**src/rtl/jtpopeye_rom_arb.sv**
```systemverilog
// Purpose: per-slot one-line ROM cache with a round-robin SDRAM read arbiter; optional miss counter (JTPOPEYE_ROMARB_STATS_EN).
// Latency: a miss issues sdram_req one clk after it appears; slot_ok rises one clk after the fill.
// Backpressure: the request is held until sdram_ack, then the arbiter waits for data_rdy; clients simply wait for slot_ok.
// Ports: clk/rst_n (async, active-low), downloading/loop_rst control, slot_cs/slot_addr -> slot_dout/slot_ok client side,
//        sdram_req/sdram_addr/sdram_ack/data_rdy/data_read SDRAM side, refresh_en and ready status,
//        miss_cnt (16 bits) only when JTPOPEYE_ROMARB_STATS_EN is defined.
module jtpopeye_rom_arb #(
    parameter int          SLOTS     = 2,
    parameter int          SLOT_AW   = 15,
    parameter logic [87:0] OFFSETS   = 88'h0,
    parameter int          READY_DLY = 16
) (
    input  logic                    clk,
    input  logic                    rst_n,
    input  logic                    downloading,
    input  logic                    loop_rst,
    input  logic [SLOTS-1:0]        slot_cs,
    input  logic [SLOTS*SLOT_AW-1:0] slot_addr,
    output logic [SLOTS*32-1:0]     slot_dout,
    output logic [SLOTS-1:0]        slot_ok,
    output logic                    sdram_req,
    output logic [21:0]             sdram_addr,
    input  logic                    sdram_ack,
    input  logic                    data_rdy,
    input  logic [31:0]             data_read,
    output logic                    refresh_en,
`ifdef JTPOPEYE_ROMARB_STATS_EN
    output logic [15:0]             miss_cnt,
`endif
    output logic                    ready
);

    localparam int PW = (SLOTS > 1) ? $clog2(SLOTS) : 1;
    localparam int CW = $clog2(READY_DLY + 1);

    typedef enum logic [1:0] {IDLE, REQ, WAIT} state_t;

    state_t               state, state_nxt;
    logic [SLOTS-1:0]     valid, hit_r, addr_eq, miss;
    logic [SLOT_AW-1:0]   tag [SLOTS];
    logic [SLOT_AW-1:0]   lat_addr;
    logic [PW-1:0]        last, winner;
    logic [PW:0]          sidx;
    logic                 found, any_miss, take, fill;
    logic [CW-1:0]        rdy_cnt;

    // Tag compare and miss detection per slot.
    always_comb begin
        addr_eq = '0;
        miss    = '0;
        for (int i = 0; i < SLOTS; i++) begin
            addr_eq[i] = (tag[i] == slot_addr[i*SLOT_AW +: SLOT_AW]);
            miss[i]    = slot_cs[i] & ~(valid[i] & addr_eq[i]);
        end
    end

    assign any_miss = |miss;

    // slot_ok drops combinationally when the address moves away or cs falls.
    assign slot_ok = hit_r & slot_cs & valid & addr_eq;

    // Round-robin search starting at the slot after the last one served.
    always_comb begin
        winner = last;
        found  = 1'b0;
        sidx   = '0;
        for (int k = 1; k <= SLOTS; k++) begin
            sidx = {1'b0, last} + (PW+1)'(k);
            if (sidx >= (PW+1)'(SLOTS))
                sidx = sidx - (PW+1)'(SLOTS);
            if (!found && miss[sidx[PW-1:0]]) begin
                winner = sidx[PW-1:0];
                found  = 1'b1;
            end
        end
    end

    // FSM: state register
    always_ff @(posedge clk or negedge rst_n) begin
        if (!rst_n) state <= IDLE;
        else        state <= state_nxt;
    end

    // FSM: next state. loop_rst and a not-ready arbiter abandon any transaction.
    always_comb begin
        state_nxt = state;
        case (state)
            IDLE:    if (ready && any_miss) state_nxt = REQ;
            REQ:     if (sdram_ack)         state_nxt = WAIT;
            WAIT:    if (data_rdy)          state_nxt = IDLE;
            default:                        state_nxt = IDLE;
        endcase
        if (loop_rst || !ready)
            state_nxt = IDLE;
    end

    // FSM: outputs
    always_comb begin
        sdram_req = (state == REQ) && ready && !loop_rst;
    end

    assign take = (state == IDLE) && (state_nxt == REQ);
    assign fill = (state == WAIT) && data_rdy && ready && !loop_rst;

    // Cache lines, request address and status.
    always_ff @(posedge clk or negedge rst_n) begin
        if (!rst_n) begin
            last       <= '0;
            lat_addr   <= '0;
            sdram_addr <= '0;
            slot_dout  <= '0;
            valid      <= '0;
            hit_r      <= '0;
            refresh_en <= 1'b1;
            for (int i = 0; i < SLOTS; i++) tag[i] <= '0;
        end else begin
            if (take) begin
                last       <= winner;
                lat_addr   <= slot_addr[int'(winner)*SLOT_AW +: SLOT_AW];
                sdram_addr <= OFFSETS[int'(winner)*22 +: 22]
                            + 22'(slot_addr[int'(winner)*SLOT_AW +: SLOT_AW]);
            end
            // The latched tag is written even if the client address moved on.
            if (fill) begin
                tag[last]                   <= lat_addr;
                slot_dout[int'(last)*32 +: 32] <= data_read;
                valid[last]                 <= 1'b1;
            end
            if (loop_rst || !ready)
                valid <= '0;
            hit_r      <= slot_cs & valid & addr_eq;
            refresh_en <= (state == IDLE) && !any_miss;
        end
    end

    // ready: low the clk after downloading is seen, high READY_DLY clks after it falls.
    always_ff @(posedge clk or negedge rst_n) begin
        if (!rst_n) begin
            ready   <= 1'b0;
            rdy_cnt <= '0;
        end else if (downloading) begin
            ready   <= 1'b0;
            rdy_cnt <= '0;
        end else if (!ready) begin
            if (rdy_cnt == CW'(READY_DLY - 1))
                ready <= 1'b1;
            rdy_cnt <= rdy_cnt + 1'b1;
        end
    end

`ifdef JTPOPEYE_ROMARB_STATS_EN
    always_ff @(posedge clk or negedge rst_n) begin
        if (!rst_n)
            miss_cnt <= '0;
        else if (loop_rst)
            miss_cnt <= '0;
        else if (take && miss_cnt != 16'hFFFF)
            miss_cnt <= miss_cnt + 16'd1;
    end
`endif

endmodule

```
**config.mk**
```make
export PLATFORM = sky130hd
export DESIGN_NAME = jtpopeye_rom_arb
export DESIGN_NICKNAME = d
export VERILOG_FILES = /design/src/rtl/jtpopeye_rom_arb.sv
export SDC_FILE = /design/constraint.sdc
export NUM_CORES = 1
export LEC_CHECK = 0
export ABC_AREA = 1
export CAP_MARGIN = 5
export CORE_AREA = 5 5 122 124
export DETAILED_ROUTE_END_ITERATION = 8
export DIE_AREA = 0 0 127 129
export PLACE_DENSITY_LB_ADDON = 0.08
export SLEW_MARGIN = 20
export SYNTH_ARGS = -nofsm -noshare
export SYNTH_HDL_FRONTEND = slang
export SYNTH_SLANG_ARGS = --single-unit
```
**constraint.sdc**
```tcl
create_clock -name clk -period 1.6 [get_ports clk]
set_input_delay 0.32 -clock clk [delete_from_list [all_inputs] [get_ports clk]]
set_output_delay 0.32 -clock clk [all_outputs]
set_load 0.01 [all_outputs]
```
# --- Yosys cells after proc, flatten, opt, wreduce, memory -nomap -nowiden ---
# Index checks and enable logic that the tools add are counted.
totals:
  regBits: 145
  input_bits: 70
  out_inout_bits: 91
  elab_cells: 99
op_classes:
  addsub: 7
  multipliers: 2
  order_cmp: 8
  n_eq_ne: 7
  shifts: 4
  n_mux: 27
  n_bitwise: 13
  n_reduce_logical: 19
ops:
  columns: ["operator", "n"]
  rows:
  - ["$shiftx 88x7->22 const A", 1]
  - ["$bwmux 64", 1]
  - ["$shift 32x33->64 const A", 1]
  - ["$shiftx 32x33->64", 1]
  - ["$neg 6->33", 1]
  - ["$bwmux 30", 1]
  - ["$eq 15x15->1", 2]
  - ["$shiftx 30x6->15", 1]
  - ["$add 22x15->22", 1]
  - ["$demux 15 s1", 1]
  - ["$mux 15", 1]
  - ["$mux 1", 13]
  - ["$mux 2", 6]
  - ["$logic_and 1x1->1", 11]
  - ["$and 2x2->2", 5]
  - ["$mul 1x4->5 const B", 2]
  - ["$mux 5", 2]
  - ["$ge 2x2->1 const B", 3]
  - ["$lt 1x2->1 const B", 3]
  - ["$pmux 2 s3", 1]
  - ["$add 5x1->5 const B", 1]
  - ["$eq 5x4->1 const B", 1]
  - ["$and 1x1->1", 4]
  - ["$eq 2x1->1 const B", 2]
  - ["other kinds (16)", 21]

# --- Logic depth before layout (Yosys ltp) ---
depth:
  ltp_word: 13
  depth_mapped: 14
  ltp_nobuf: 13

# --- Worst setup path before layout ---
# OpenSTA, ideal clock, no wires.
synth_path:
  path_kind: "reg-to-reg"
  start: "register ready"
  end: "register slot_dout[32]"
  setup_time_ns: 0.130
  arrival_time_ns: 1.378
  t_required_ns: 1.470
  slack_ns: 0.091
  stages_incl_launch_ff: 10
  n_path_buf: 2
  period_less_slack_ns: 1.509
  path_cell_list: "dfrtp_1 inv_2 nor2_4 nand2_1 nor3_4 nand2_2 buf_6 buf_2 nand2_1 o21ai_1"
synth_between:
  elab_chain_cells: 2
synth_rtl:
  columns: ["element", "line", "source"]
  rows:
  - ["start, declared", "30", "output logic ready"]
  - ["start signal, assigned", "139", "ready <= 1'b0;"]
  - ["start signal, assigned", "142", "ready <= 1'b0;"]
  - ["start signal, assigned", "146", "ready <= 1'b1;"]
  - ["$logic_and 1x1->1 (2 in a row)", "103", "assign fill = (state == WAIT) && data_rdy && ready && !loop_rst;"]
  - ["end signal, assigned by index", "126", "slot_dout[int'(last)*32 +: 32] <= data_read;"]
  - ["end, declared", "19", "output logic [SLOTS*32-1:0] slot_dout,"]
# Every way passes these cells.
# A chain may end at the register's enable or synchronous reset.

# --- Worst setup path after layout ---
layout_path:
  start: "register tag[11] in the netlist's numbering"
  end: "output port slot_ok[1]"
layout_between:
  elab_chain_cells: 2
layout_rtl:
  columns: ["element", "line", "source"]
  rows:
  - ["start, declared", "40", "logic [SLOT_AW-1:0] tag [SLOTS];"]
  - ["start signal, assigned by index", "125", "tag[last] <= lat_addr;"]
  - ["$eq 15x15->1", "52", "addr_eq[i] = (tag[i] == slot_addr[i*SLOT_AW +: SLOT_AW]);"]
  - ["$and 2x2->2", "60", "assign slot_ok = hit_r & slot_cs & valid & addr_eq;"]
  - ["end, declared", "20", "output logic [SLOTS-1:0] slot_ok,"]
# Every way passes these cells.

==> results_dict.tcl <==
set metrics [dict create \
    static-leakage-power_nw 5.26 \
    area.growth.synth_to_final_pct 79.0 \
    core_mm2 0.0137 \
    hold-path-cell-count 5 \
    worst_path_dominant_cell_family "simple AND/OR/NAND/NOR gates" \
    timing.clock.skew_ns 0.00744 \
    setup_total_negative_slack_ns -12.29 \
    power_density_mw_per_mm2 805 \
    worstHoldStart "slot_addr[23]" \
    critPathCaptureType "primary output" \
    r2r_start "tag[11]" \
    number_of_distinct_standard_cells_referenced_by_the_synthesized_netlist 27 \
    timing.final.setup_violations 115 \
    netlist_instances 706 \
    postSynthRegisterBits 123 \
    cts_buffer_depth 2 \
    synth_fa_ha_area_frac 0.00438 \
    antenna_found_initial 0 \
    rsz0062_at_grt "true" \
    synth_enable_flop_cells 0 \
    cpMaxStageDelayCell "dfrtp_1" \
    n_fill_cell 972 \
    total_switching_power_w 0.00186 \
    route.detailed.vias_per_inst 5.11 \
    number_of_h_tree_levels 4 \
    power.share.clock 0.524 \
    comb_power_share 0.092 \
    grt_pass1_vias 5361 \
    rr_endpoint "sdram_addr[0]" \
    most_frequent_cells_in_the_layout "nand2_1 (130), dfrtp_1 (122), inv_1 (111)" \
    cts_tree "done" \
    die_h_um 129 \
    full_die_area_mm2 0.0164 \
    drive_gt1_frac 0.375 \
    reg2reg_slack_ns -0.38 \
    outcome "complete, but fails checks" \
    synth_xor_area_frac 0 \
    area_after_detailed_placement_mm2 0.00786 \
    globalRoute.totalOverflow 0 \
    power.ir.vdd_worst_mv 0.587 \
    number_of_cts_inserted_buffers 17 \
    cp_num_buf_inv 1 \
    post-route-min-period_ns 2.07 \
    detail_route.first_pass.iterations 5 \
    synthArstFlopShare 1.00 \
    clock.fmax_mhz 483 \
    routedWlPerCell_um 19.3 \
    clk-insertion-delay-late_ns 0.42 \
    post_synth_and_or_nand_nor_area_fraction 0.248 \
    timing.critical_path.arrival_ns 1.75 \
    syn-mean-instance-area_um2 8.09 \
    power.switching_fraction 0.226 \
    final_design_area_no_fill_mm2 0.0102 \
    vias 5873 \
    num_io_pins 161 \
    sequentialPowerShare 0.384 \
    critPathMostFrequentCell "nand2_1" \
    ordered_cell_list_for_the_critical_path "nand2_1, nand2_1, nor2_1, nand2_1, nor2_2, nand2_2, nor3b_2, buf_2" \
    slew_violations 0 \
    final_critical_path_setup_slack_ns -0.470 \
    worstHoldEndpoint "sdram_addr[8]" \
    route.final.wire_length_mm 22.2 \
    antenna_cells 0 \
    violations_in_the_final_reports "setup timing" \
    required_ns 1.28 \
    port_buffers 153 \
    clock_tree_root_driver_cell "clkbuf_16" \
    synth_sequential_area_ratio 0.539 \
    main_combinational_cell_family_by_area_after_synthesis "simple AND/OR/NAND/NOR gates" \
    path_type_of_the_worst_setup_path "reg2out" \
    cap_violations 0 \
    die-width_um 127 \
    dpl.hpwl_mm 11.7 \
    post-route-period-util 1.29 \
    drtIter0Drc 393 \
    timing_hold_violations_final 0 \
    worst_setup_path_start_kind "flip-flop" \
    syn-cell-area_mm2 0.00571 \
    post-route-drc-count 0 \
    grt_use_total 0.209 \
    fraction_of_the_mapped_netlist_area_in_compound_gates 0.0928 \
    most_common_cell_after_layout_fill_and_taps_aside "nand2_1" \
    wire_length_of_the_first_global_routing_pass_mm 27.0 \
    antenna_left 0 \
    initial_util 0.418 \
    clock_sinks 123 \
    muxShareOfSynthArea 0 \
    holdCritPathClass "in2reg" \
    critPathMaxFanout 3 \
    clk_transition_reported_paths_ns 0.06 \
    finalWeightedCongestion 0.917 \
    std_cell_rows 43 \
    layout.nets 1028 \
    synth_ff_type "dfrtp_1" \
    rr_worst_depth 14 \
    grt_max_degree 53 \
    worst_path_largest_cell_delay_ns 0.42 \
    post-layout-total-power_w 0.00824 \
    internal_power_w 0.00638 \
    count_of_synthesis_stage_warnings_from_yosys 0 \
]
==> final cells by class <==
class | count | area (um2) | share of cell area
well taps | 180 | 225 | 0.0220
flip-flops and latches | 123 | 3080 | 0.301
inverters | 116 | 458 | 0.0448
clock buffers | 21 | 470 | 0.0460
multi-input cells | 444 | 3040 | 0.298
clock inverters | 11 | 190 | 0.0186
repair buffers | 254 | 2760 | 0.270
==> power by group through the flow <==
stage | clock (W) | combinational (W) | sequential [W]
finish | 0.00432 | 0.000756 | 0.00316
global route | 0.00450 | 0.000815 | 0.00316
CTS | 0.00431 | 0.000654 | 0.00316
detailed placement | 0 | 0.000624 | 0.00321
global placement | 0 | 0.000616 | 0.00321
floorplan | 0 | 0.000207 | 0.00321
==> worst max path at each step <==
stage / from / endpoint / slack [ns] / cells past startpoint
floorplan: ready / slot_dout[32] / 0.09 / 9
global placement: slot_addr[4] / slot_ok[0] / -0.95 / 10
detailed placement: slot_addr[24] / slot_ok[1] / -0.99 / 10
CTS: tag[8] / slot_ok[1] / -0.45 / 8
global route: tag[4] / slot_ok[1] / -0.59 / 9
finish: tag[11] / slot_ok[1] / -0.47 / 8
==> synth_stat cells (2+ instances only) <==
master	n	area, um2
buf_2	9	45.0
ha_1	2	25.0
nand3_1	37	185
nand3_2	12	120
inv_1	114	428
buf_6	7	78.8
clkbuf_1	8	30.0
nor2_1	30	113
a21oi_1	3	15.0
dfrtp_1	122	3050
o21ai_1	83	415
buf_4	9	67.6
nand2_1	231	867
nand2_4	3	33.8
nor3b_1	2	15.0
o21ai_0	17	85.1
nand2_2	7	43.8
==> logic make-up after synthesis <==
group	Yosys count
AND/OR/NAND/NOR	326
buffers and inverters	149
flip-flops	123
AO/OA/AOI/OAI	105
adder cells (fa/ha/maj)	2
other	1
==> what timing repair did <==
item | 4_1_cts | 5_1_grt
hold buffers | 1 | 0
pin swaps | 13 | 30
cloned | 2 | 31
gates resized for setup | 130 | 285
buffers inserted | 1 | 8
setup endpoints to repair | 102 | 113
endpoints found under the hold margin | 23 | 0
==> registers in the layout, indices dropped and copies added (netlist names), 2 cells and up <==
register and cells:
rdy_cnt 5, state 2, tag 30, sdram_addr 15, hit_r 2, slot_dout 64
valid 2
==> worst min-delay path: stages <==
cell and delay [ns]:
dlymetal6s2s_1 0.09, inv_2 0.05, nand3_1 0.09, nand3_2 0.08, nand2_1 0.05
==> through the flow <==
stage | cells | hold slack [ns] | utilization | worst slack [ns]
after detailed placement | 1074 | 0.277 | 0.575 | -0.987
final | 1149 | 0.298 | 0.748 | -0.470
after global placement | 1074 | 0.274 | 0.575 | -0.945
after global routing | 1149 | 0.313 | 0.748 | -0.589
after CTS | 1110 | 0.384 | 0.629 | -0.446
after floorplan | 712 | 0.0244 | - | 0.0913
==> routing by layer <==
layer / global-route usage / vias to the layer above / share of wire
met5: 0 / - / 0
met4: 0.0738 / 0 / 0.036
met3: 0.0776 / 58 / 0.078
met2: 0.352 / 258 / 0.52
met1: 0.247 / 2862 / 0.37
li1: - / 2695 / -
Power figures use the tool's default switching activity.
